$ cat config.mk
export PLATFORM = sky130hd
export DESIGN_NAME = mips_multicycle_ctrl
export DESIGN_NICKNAME = d
export VERILOG_FILES = /design/src/rtl/mips_multicycle_ctrl.sv
export SDC_FILE = /design/constraint.sdc
export NUM_CORES = 1
export LEC_CHECK = 0
export CAP_MARGIN = 20
export CORE_MARGIN = 2
export CORE_UTILIZATION = 40
export DETAILED_ROUTE_END_ITERATION = 12
export PLACE_DENSITY = 0.82
export SETUP_SLACK_MARGIN = 0.1
export SYNTH_ARGS = -nofsm -noshare
export SYNTH_HDL_FRONTEND = slang
export SYNTH_SLANG_ARGS = --single-unit
$ cat constraint.sdc
create_clock -name clk -period 2 [get_ports clk]
set_clock_uncertainty 0.2 [all_clocks]
set_input_delay 0.3 -clock clk [delete_from_list [all_inputs] [get_ports clk]]
set_output_delay 0.3 -clock clk [all_outputs]
set_load 0.05 [all_outputs]
$ cat src/rtl/mips_multicycle_ctrl.sv
// ---------------------------------------------------------------------------
// mips_multicycle_ctrl
//
// Control FSM for a multicycle MIPS datapath in which instruction memory,
// data memory and the ALU are shared across cycles. Each instruction is
// sequenced through fetch, decode, execute, memory and writeback steps. The
// FSM drives every datapath enable and mux select, the ALU operation and the
// immediate-extension mode.
//
// Supported: R-type (add/sub/and/or/slt), lw, sw, beq, bne, addi, andi, ori,
//            slti, j.
//
// Ports
//   clk        : system clock, rising edge
//   reset      : asynchronous, active-low reset
//   op, funct  : opcode and funct fields from the instruction register
//   zero       : ALU zero flag, same cycle
//   mem_ready  : memory access complete; FSM holds in FETCH/MEMRD/MEMWR while low
//   iord       : memory address select (0 = PC, 1 = ALUOut)
//   memwrite   : data memory write strobe
//   irwrite    : instruction register load enable
//   regdst     : register write address (0 = rt, 1 = rd)
//   memtoreg   : register write data (0 = ALUOut, 1 = memory data)
//   regwrite   : register file write enable
//   alusrca    : ALU A (0 = PC, 1 = register A)
//   alusrcb    : ALU B (00 = B, 01 = 4, 10 = ext imm, 11 = ext imm << 2)
//   pcsrc      : PC source (00 = ALU result, 01 = ALUOut, 10 = jump target)
//   pcen       : combined PC write enable
//   alucontrol : 010 add, 110 sub, 000 and, 001 or, 111 slt
//   immext     : 0 = sign-extend, 1 = zero-extend
//   illegal    : one-cycle pulse in DECODE on an unsupported opcode/funct
//   state_dbg  : current state encoding
// ---------------------------------------------------------------------------
module mips_multicycle_ctrl #(
    parameter logic [2:0] FETCH_PC_INC = 3'b010
) (
    input  logic       clk,
    input  logic       reset,
    input  logic [5:0] op,
    input  logic [5:0] funct,
    input  logic       zero,
    input  logic       mem_ready,
    output logic       iord,
    output logic       memwrite,
    output logic       irwrite,
    output logic       regdst,
    output logic       memtoreg,
    output logic       regwrite,
    output logic       alusrca,
    output logic [1:0] alusrcb,
    output logic [1:0] pcsrc,
    output logic       pcen,
    output logic [2:0] alucontrol,
    output logic       immext,
    output logic       illegal,
    output logic [3:0] state_dbg
);

    localparam logic [5:0] OP_RTYPE = 6'b000000;
    localparam logic [5:0] OP_J     = 6'b000010;
    localparam logic [5:0] OP_BEQ   = 6'b000100;
    localparam logic [5:0] OP_BNE   = 6'b000101;
    localparam logic [5:0] OP_ADDI  = 6'b001000;
    localparam logic [5:0] OP_SLTI  = 6'b001010;
    localparam logic [5:0] OP_ANDI  = 6'b001100;
    localparam logic [5:0] OP_ORI   = 6'b001101;
    localparam logic [5:0] OP_LW    = 6'b100011;
    localparam logic [5:0] OP_SW    = 6'b101011;

    localparam logic [2:0] ALU_SUB = 3'b110;
    localparam logic [2:0] ALU_AND = 3'b000;
    localparam logic [2:0] ALU_OR  = 3'b001;
    localparam logic [2:0] ALU_SLT = 3'b111;

    typedef enum logic [3:0] {
        S_FETCH   = 4'd0,
        S_DECODE  = 4'd1,
        S_MEMADR  = 4'd2,
        S_MEMRD   = 4'd3,
        S_MEMWB   = 4'd4,
        S_MEMWR   = 4'd5,
        S_RTYPEEX = 4'd6,
        S_RTYPEWB = 4'd7,
        S_BEQEX   = 4'd8,
        S_BNEEX   = 4'd9,
        S_IMMEX   = 4'd10,
        S_IMMWB   = 4'd11,
        S_JEX     = 4'd12
    } state_t;

    state_t     r_state;
    state_t     w_next_state;
    logic       w_funct_ok;
    logic [2:0] w_funct_alu;
    logic       w_zext;

    // NOTE: state registers use non-blocking assignment so every flop samples
    // values from before the edge.
    always_ff @(posedge clk or negedge reset) begin
        if (!reset) r_state <= S_FETCH;
        else        r_state <= w_next_state;
    end

    // andi/ori zero-extend; op is stable in the IR from DECODE to writeback.
    assign w_zext = (op == OP_ANDI) || (op == OP_ORI);

    // R-type funct decode.
    // NOTE: every signal written in an always_comb block gets a default first,
    // so no path through the case statements can infer a latch.
    always_comb begin
        w_funct_ok  = 1'b1;
        w_funct_alu = FETCH_PC_INC;
        case (funct)
            6'b100000: w_funct_alu = FETCH_PC_INC;
            6'b100010: w_funct_alu = ALU_SUB;
            6'b100100: w_funct_alu = ALU_AND;
            6'b100101: w_funct_alu = ALU_OR;
            6'b101010: w_funct_alu = ALU_SLT;
            default:   w_funct_ok  = 1'b0;
        endcase
    end

    always_comb begin
        w_next_state = r_state;
        iord         = 1'b0;
        memwrite     = 1'b0;
        irwrite      = 1'b0;
        regdst       = 1'b0;
        memtoreg     = 1'b0;
        regwrite     = 1'b0;
        alusrca      = 1'b0;
        alusrcb      = 2'b00;
        pcsrc        = 2'b00;
        pcen         = 1'b0;
        alucontrol   = FETCH_PC_INC;
        immext       = 1'b0;
        illegal      = 1'b0;

        case (r_state)
            S_FETCH: begin
                alusrcb = 2'b01;
                if (mem_ready) begin
                    irwrite      = 1'b1;
                    pcen         = 1'b1;
                    w_next_state = S_DECODE;
                end
            end
            S_DECODE: begin
                // Branch target PC + (imm << 2) is parked in ALUOut here.
                alusrcb = 2'b11;
                immext  = w_zext;
                case (op)
                    OP_LW, OP_SW: w_next_state = S_MEMADR;
                    OP_RTYPE: begin
                        w_next_state = S_RTYPEEX;
                        illegal      = ~w_funct_ok;
                    end
                    OP_BEQ:  w_next_state = S_BEQEX;
                    OP_BNE:  w_next_state = S_BNEEX;
                    OP_ADDI, OP_SLTI, OP_ANDI, OP_ORI: w_next_state = S_IMMEX;
                    OP_J:    w_next_state = S_JEX;
                    default: begin
                        w_next_state = S_FETCH;
                        illegal      = 1'b1;
                    end
                endcase
            end
            S_MEMADR: begin
                alusrca      = 1'b1;
                alusrcb      = 2'b10;
                w_next_state = (op == OP_SW) ? S_MEMWR : S_MEMRD;
            end
            S_MEMRD: begin
                iord = 1'b1;
                if (mem_ready) w_next_state = S_MEMWB;
            end
            S_MEMWB: begin
                memtoreg     = 1'b1;
                regwrite     = 1'b1;
                w_next_state = S_FETCH;
            end
            S_MEMWR: begin
                // Strobe stays up for every stall cycle until memory accepts.
                iord     = 1'b1;
                memwrite = 1'b1;
                if (mem_ready) w_next_state = S_FETCH;
            end
            S_RTYPEEX: begin
                alusrca      = 1'b1;
                alucontrol   = w_funct_alu;
                w_next_state = S_RTYPEWB;
            end
            S_RTYPEWB: begin
                regdst       = 1'b1;
                regwrite     = 1'b1;
                w_next_state = S_FETCH;
            end
            S_BEQEX, S_BNEEX: begin
                alusrca      = 1'b1;
                alucontrol   = ALU_SUB;
                pcsrc        = 2'b01;
                pcen         = (r_state == S_BEQEX) ? zero : ~zero;
                w_next_state = S_FETCH;
            end
            S_IMMEX: begin
                alusrca = 1'b1;
                alusrcb = 2'b10;
                immext  = w_zext;
                case (op)
                    OP_SLTI: alucontrol = ALU_SLT;
                    OP_ANDI: alucontrol = ALU_AND;
                    OP_ORI:  alucontrol = ALU_OR;
                    default: alucontrol = FETCH_PC_INC;
                endcase
                w_next_state = S_IMMWB;
            end
            S_IMMWB: begin
                immext       = w_zext;
                regwrite     = 1'b1;
                w_next_state = S_FETCH;
            end
            S_JEX: begin
                pcsrc        = 2'b10;
                pcen         = 1'b1;
                w_next_state = S_FETCH;
            end
            default: w_next_state = S_FETCH;
        endcase

        // While reset is held the state is FETCH, but mem_ready could still
        // raise irwrite/pcen combinationally; suppress every strobe.
        if (!reset) begin
            irwrite  = 1'b0;
            pcen     = 1'b0;
            memwrite = 1'b0;
            regwrite = 1'b0;
            illegal  = 1'b0;
        end
    end

    assign state_dbg = r_state;

endmodule
==> metrics.md, run 1 <==
| Metric | Value |
|---|---|
| Post-Syn Area | `746 um^2` |
| GPL Wtd Cong | `0.870` |
| Setup repair bufs after CTS | `12` |
| Clock buffer depth | `2` |
| Initial Utilization | `42.7%` |
| H-tree depth | `1` |
| Clock sinks | `4` |
| Synth area leaders | `dfrtp_1, nand2_1, nor2_1, nor2b_1, a21oi_1` |
| Post-synth net total | `119` |
| Num CTS Buffers | `3` |
| Synth async-reset ratio | `100%` |
| Yosys warning count | `0` |
| Post-synth top flop | `dfrtp_1` |
| Yosys top cell area share | `13.4%` |
| Mux cell area share after synthesis | `1.51%` |
| Synth Area in Compound Gates | `26.7%` |
| Tool error | `[ERROR DPL-0038] Utilization greater than 100%, impossible to legalize` |
| Post-DP HPWL | `2700 um` |
| Die height | `47.2 um` |
| Last stage | `4_1_cts` |
| Mapped Cells | `103` |
| Adder-Cell Fraction of Synth Area | `0%` |
| Xor/xnor share of the synthesized area | `3.52%` |
| Post-synthesis sequential area ratio | `13.4%` |
| Synth cell count leaders | `nand2_1, nor2_1, a21oi_1, nor2b_1, o21ai_0` |
| Ports | `37` |
| Hold_buf cts | `0` |
| Clk root buf | `clkbuf_4` |
| Chip width | `47.2 um` |
| Cell taking the most area after synthesis | `dfrtp_1` |
| Largest family of logic cells by synthesized area | `simple AND/OR/NAND/NOR gates` |
| PostCTS Resize Cnt | `46` |
| Number of synthesized flops with an enable pin | `0` |
| FP Rows | `15` |
| IO Port Bufs | `36` |
| Mean cell area of the mapped netlist | `7.24 um^2` |
| Synthesized flop and latch total | `4` |
| Outcome | `did not finish` |
| Top-count cell post-synth | `nand2_1` |
| Post-Synth Simple-Gate Area | `45.8%` |
| Count of cell types in the netlist | `47` |
kinds of logic after synthesis:
logic type | after synthesis
AND/OR/NAND/NOR | 57
AO/OA/AOI/OAI | 26
buffers and inverters | 12
flip-flops | 4
XOR/XNOR | 3
multiplexers | 1
stage by stage:
step	setup slack [ps]	hold slack, ps	instance area, um^2	cells
after floorplan	-538	-196	861	103
after global placement	-242	506	1550	185
after detailed placement	-335	528	1550	185
==> run 2: changes to the inputs <==
--- a/config.mk
+++ b/config.mk
@@ -6,11 +6,10 @@
 export NUM_CORES = 1
 export LEC_CHECK = 0
 export CAP_MARGIN = 20
-export CORE_MARGIN = 2
-export CORE_UTILIZATION = 40
+export CORE_AREA = 2 2 63 65
 export DETAILED_ROUTE_END_ITERATION = 12
-export PLACE_DENSITY = 0.82
-export SETUP_SLACK_MARGIN = 0.1
+export DIE_AREA = 0 0 65 67
+export PLACE_DENSITY_LB_ADDON = 0.15
 export SYNTH_ARGS = -nofsm -noshare
 export SYNTH_HDL_FRONTEND = slang
 export SYNTH_SLANG_ARGS = --single-unit
==> run 2 against run 1 <==
  * The flow now finishes, with violations (setup timing)
  * Area after synthesis stayed put
  * Synthesized cell count did not move
==> metrics.md, run 2 <==
| Metric | Value |
|---|---|
| GPL Wtd Cong | `0.802` |
| Post-Syn Area | `746 um^2` |
| Hold_buf cts | `0` |
| Max_cap viols | `0` |
| Routed vias | `1099` |
| GR Util All Layers | `15.0%` |
| Count of cell types in the netlist | `47` |
| Mapped Cells | `103` |
| DR pass1 iterations | `4` |
| Clock sinks | `4` |
| Layout cells sized above 1 | `63.0%` |
| Mean cell area of the mapped netlist | `7.24 um^2` |
| Vias in the first global route | `1079` |
| Remaining Overflow, GRT | `0` |
| Most frequent cells in the layout | `buf_4, buf_12, dlygate4sd2_1, nand2_1, nor2_1` |
| Final net count | `199` |
| WHS | `216 ps` |
| Number of synthesized flops with an enable pin | `0` |
| TritonCTS clock tree | `built` |
| Max_slew headroom | `76.9%` |
| Die height | `67 um` |
| Cell taking the most area after synthesis | `dfrtp_1` |
| Synth async-reset ratio | `100%` |
| Area growth syn-to-layout | `157%` |
| Setup-failing EPs final | `7` |
| Worst Setup Start Kind | `flip-flop` |
| Ports | `37` |
| Crit-path cells | `buf_12 -> nor3_4 -> nand2_2 -> nor4b_4 -> buf_6` |
| Post-DP HPWL | `2350 um` |
| Final hold violations | `0` |
| Clk root buf | `clkbuf_8` |
| Max FFs per register | `4` |
| Worst Path Max Fanout | `7` |
| Avg Vias per Cell | `4.80` |
| Top-count cell post-synth | `nand2_1` |
| Slowest stage delay, CP | `490 ps` |
| Final wirelength | `3160 um` |
| Hold crit path type | `in2reg` |
| Initial Utilization | `20.7%` |
| IO Port Bufs | `36` |
| Setup WS pre-CTS | `-265 ps` |
| Origin of the critical flop-to-flop path | `state_dbg[0]` |
| Yosys top cell area share | `13.4%` |
| Post-synth top flop | `dfrtp_1` |
| Crit path kind | `reg2out` |
| # diodes | `0` |
| DRC viols | `0` |
| Final worst-path cycle share | `103%` |
| Antenna violations before repair | `0` |
| CP Launch Point | `state_dbg[2]` |
| Global-route wire length before repair | `5080 um` |
| Wirelength per Cell | `13.8 um` |
| DR iter-0 viols | `35` |
| Worst EP arrival | `1570 ps` |
| Violated checks | `setup timing` |
| Largest net degree at the start of global routing | `17` |
| Max Fclk | `0.483 GHz` |
| HP Start | `mem_ready` |
| Num CTS Buffers | `3` |
| Synth cell count leaders | `nand2_1, nor2_1, a21oi_1, nor2b_1, o21ai_0` |
| Routed Antenna Nets | `0` |
| Post-synth net total | `119` |
| Post-synthesis sequential area ratio | `13.4%` |
| Final Max Slew Viols | `0` |
| Clock buffer depth | `2` |
| Clk Latency, worst-skew pair | `220 ps` |
| Synth area leaders | `dfrtp_1, nand2_1, nor2_1, nor2b_1, a21oi_1` |
| Lkg Pwr | `0.000807 uW` |
| CP endpoint kind | `primary output` |
| Core Region | `0.00361 mm^2` |
| Worst vdd ir | `1040 uV` |
| RSZ-0062 raised after global routing | `true` |
| Worst Tran Pin Value | `344 ps` |
| Placed Instances | `209` |
| Fin crit period | `2070 ps` |
| CP required | `1500 ps` |
| Outcome | `finished with violations` |
| Worst setup margin | `-69.9 ps` |
| Yosys warning count | `0` |
| Synthesized flop and latch total | `4` |
| Power per cell area | `1050 mW/mm^2` |
| FP Rows | `22` |
| CP delay by family, top | `simple AND/OR/NAND/NOR gates` |
| Cell Count, Final, Fillers Out | `229` |
| Most common cell after layout, fill and taps aside | `buf_4` |
| Buf/Inv on CP | `2` |
| Clock-pin slew on the worst setup and hold paths | `30 ps` |
| Die ar. | `0.00436 mm^2` |
| Max stage delay cell, worst path | `dfrtp_2` |
| H-tree depth | `1` |
| Chip width | `65 um` |
-- run 2: report_power, final --
part,switching (uW),internal [uW]
Clock,45.5,129
Combinational,848,834
Sequential,47.7,111
-- run 2: worst register-to-register path, cell delays in order, from the launching register on --
cell and delay [ps]:
dfrtp_2 410, buf_12 140, and2b_2 220, buf_4 150, a41oi_1 200, o221a_1 220, o22ai_1 80
-- run 2: cell type report --
cell class,count,area (um^2)
Fill cell,339,1690
Timing Repair Buffer,82,907
Multi-Input combinational cell,87,786
Sequential cell,4,105
Tap cell,48,60.1
Clock buffer,3,41.3
Inverter,5,18.8
-- run 2: final timing paths --
kind / end / slack (ps) / cells past startpoint
worst max-delay path: illegal / -70 / 5
worst min-delay path: state_dbg[2] / 220 / 3
worst max register to register: state_dbg[0] / 250 / 6
worst min register to register: state_dbg[0] / 620 / 3
max in group asynchronous: state_dbg[1] / 1170 / 2
min in group asynchronous: state_dbg[3] / 310 / 2
-- run 2: what timing repair did --
action,4_1_cts,5_1_grt
resized for setup,38,21
setup endpoints to repair,9,13
pin swaps,11,8
endpoints found under the hold margin,0,0
setup buffers,7,10
-- run 2: cell families after synthesis --
| family | count (synthesis) | synth area share [%] |
|---|---|---|
| and+or+nand+nor | 57 | 45.8 |
| AOI/OAI and AO/OA | 26 | 26.7 |
| buffers and inverters | 12 | 9.06 |
| DFF | 4 | 13.4 |
| xor gates and xnor gates | 3 | 3.52 |
| muxes | 1 | 1.51 |
-- run 2: per-stage QoR --
| stage | total power, uW | util, % | TNS, ps | area (um^2) |
|---|---|---|---|---|
| floorplan | 931 | - | -2040 | 828 |
| global placement | 1550 | 43.6 | -1160 | 1570 |
| detailed placement | 1550 | 43.6 | -1140 | 1570 |
| CTS | 1790 | 48.4 | -132 | 1750 |
| global route | 2120 | 53.2 | -897 | 1920 |
| finish | 2010 | 53.2 | -264 | 1920 |
-- run 2: routing by layer --
metal  global-route usage, %  vias to the layer above  part of all wire (%)
li1                        -                      540                     -
met4                    3.99                        0                  0.79
met5                       0                        -                     0
met1                    18.8                      527                    42
met3                    2.20                        3                   4.8
met2                    26.8                       29                    52
Power figures use the tool's default switching activity.
==> run 3: changes to the inputs <==
--- a/config.mk
+++ b/config.mk
@@ -10,6 +10,8 @@
 export DETAILED_ROUTE_END_ITERATION = 12
 export DIE_AREA = 0 0 65 67
 export PLACE_DENSITY_LB_ADDON = 0.15
+export SKIP_LAST_GASP = 1
+export SLEW_MARGIN = 10
 export SYNTH_ARGS = -nofsm -noshare
 export SYNTH_HDL_FRONTEND = slang
 export SYNTH_SLANG_ARGS = --single-unit
==> run 3 against run 2 <==
  * The flow still finishes with violations (setup timing)
  * Setup slack gained 2.5 ps
  * Non-clock buffer count fell by 1
  * Critical path type unchanged
  * Fmax grew 0.12%
  * Utilization down 0.38 points
  * Critical path depth did not move
  * Highest routed layer is now met3
  * Final cell count fell by 0.44%
  * Register-to-register slack hardly changed
  * Final area is 0.72% lower
  * Worst hold slack improved by 3.6 ps
==> metrics.md, run 3 (synthesis gave the netlist of run 2 again) <==
| Metric | Value |
|---|---|
| DR pass1 iterations | `4` |
| TritonCTS clock tree | `built` |
| Clk root buf | `clkbuf_8` |
| Logic pwr share | `83.6%` |
| H-tree depth | `1` |
| Worst vdd ir | `1050 uV` |
| WHS | `219 ps` |
| Final wirelength | `3170 um` |
| CP endpoint kind | `primary output` |
| Global-route wire length before repair | `5080 um` |
| RSZ-0062 raised after global routing | `true` |
| Routed Antenna Nets | `0` |
| Core Region | `0.00361 mm^2` |
| TNS Setup | `-213 ps` |
| Setup-failing EPs final | `5` |
| Power per cell area | `1060 mW/mm^2` |
| Max FFs per register | `4` |
| Remaining Overflow, GRT | `0` |
| Avg Vias per Cell | `4.86` |
| Setup WS pre-CTS | `-265 ps` |
| Worst Setup Start Kind | `flip-flop` |
| Fin crit period | `2070 ps` |
| Worst setup margin | `-67.5 ps` |
| Switching Power | `939 uW` |
| Wirelength per Cell | `13.9 um` |
| Layout cells sized above 1 | `61.1%` |
| Clock sinks | `4` |
| Num CTS Buffers | `3` |
| Worst Path Max Fanout | `7` |
| Internal | `1070 uW` |
| Final net count | `198` |
| Post-DP HPWL | `2350 um` |
| Crit path kind | `reg2out` |
| Grt peak-use layer | `met2` |
| Met3 usage | `2.20%` |
| Sequential power share | `7.9%` |
| Clock Power Share | `8.5%` |
| Seq. cell area | `105 um^2` |
| CP required | `1500 ps` |
| Max Fclk | `0.484 GHz` |
| Violated checks | `setup timing` |
| Vias in the first global route | `1079` |
| Area growth syn-to-layout | `155%` |
| M2 GR Usage | `26.8%` |
| DR iter-0 viols | `45` |
| Most frequent cells in the layout | `buf_4, buf_12, nand2_1, dlygate4sd2_1, nor2_1` |
| Final hold violations | `0` |
| Die ar. | `0.00436 mm^2` |
| Slowest stage delay, CP | `490 ps` |
| Die height | `67 um` |
| IO Port Bufs | `36` |
| # diodes | `0` |
| Multi-input gate area | `779 um^2` |
| Final worst-path cycle share | `103%` |
| Ports | `37` |
| Most common cell after layout, fill and taps aside | `buf_4` |
| Hold crit path type | `in2reg` |
| Chip width | `65 um` |
| Net Sw Frac | `46.7%` |
| Clock buffer depth | `2` |
| Antenna violations before repair | `0` |
| Origin of the critical flop-to-flop path | `state_dbg[0]` |
| Worst EP arrival | `1570 ps` |
| CP delay by family, top | `simple AND/OR/NAND/NOR gates` |
| Max_slew headroom | `76.8%` |
| HP Start | `mem_ready` |
| GPL Wtd Cong | `0.802` |
| Max stage delay cell, worst path | `dfrtp_2` |
| Routed vias | `1109` |
| Crit-path cells | `buf_12 -> nor3_4 -> nand2_2 -> nor4b_4 -> buf_6` |
| FP Rows | `22` |
| Global Route met1 Usage | `18.8%` |
| GR Util All Layers | `15.0%` |
| Clock-pin slew on the worst setup and hold paths | `30 ps` |
| Lkg Pwr | `0.000800 uW` |
| DRC viols | `0` |
| Max_cap viols | `0` |
| Final Max Slew Viols | `0` |
| Clk Latency, worst-skew pair | `220 ps` |
| Number of fillers in the final layout | `343` |
| Initial Utilization | `20.7%` |
| Largest net degree at the start of global routing | `17` |
| Buf/Inv on CP | `2` |
| CP Launch Point | `state_dbg[2]` |
| Outcome | `finished with violations` |
| Worst Tran Pin Value | `345 ps` |
[run 3: worst min-delay path, delay by kind of cell]
kind / cells / cell delay (ps)
buf+inv: 2 / 230
compound gates: 1 / 70
[run 3: per-layer routing]
metal / vias to the layer above / routed length, um
li1: 540 / -
met1: 534 / 1340
met2: 35 / 1660
met3: 0 / 162
met4: 0 / 0
met5: - / 0
[run 3: final cells by class]
class,count,area share (%)
clock buffers,3,2.17
inverters,5,0.986
multi-input cells,87,40.9
flip-flops and latches,4,5.52
well taps,48,3.15
repair buffers,81,47.2
[run 3: worst paths after layout]
check,end,slack (ps),cells past startpoint
worst max-delay path,illegal,-70,5
worst min-delay path,state_dbg[2],220,3
worst max register to register,state_dbg[0],250,6
worst min register to register,state_dbg[0],620,3
max in group asynchronous,state_dbg[1],1170,2
min in group asynchronous,state_dbg[3],310,2
[run 3: power by group through the flow]
stage / sequential (uW) / combinational (uW) / clock [uW]
5_1_grt: 162 / 1780 / 180
3_3_place_gp: 157 / 1390 / 0
4_1_cts: 154 / 1470 / 172
3_5_place_dp: 158 / 1390 / 0
6_report: 158 / 1680 / 171
2_1_floorplan: 225 / 706 / 0
[run 3: repair_timing]
item | CTS | global route
setup endpoints to repair | 9 | 13
buffers inserted | 7 | 9
hold buffers | 0 | 0
pin swaps | 10 | 8
gates resized for setup | 37 | 19
[run 3: metrics by stage]
step	instances	util, %	total power, uW	instance area (um^2)
after detailed placement	209	43.6	1550	1570
after floorplan	103	-	931	828
after global routing	228	52.8	2120	1900
final	228	52.8	2010	1900
after global placement	209	43.6	1550	1570
after CTS	219	48.3	1790	1740
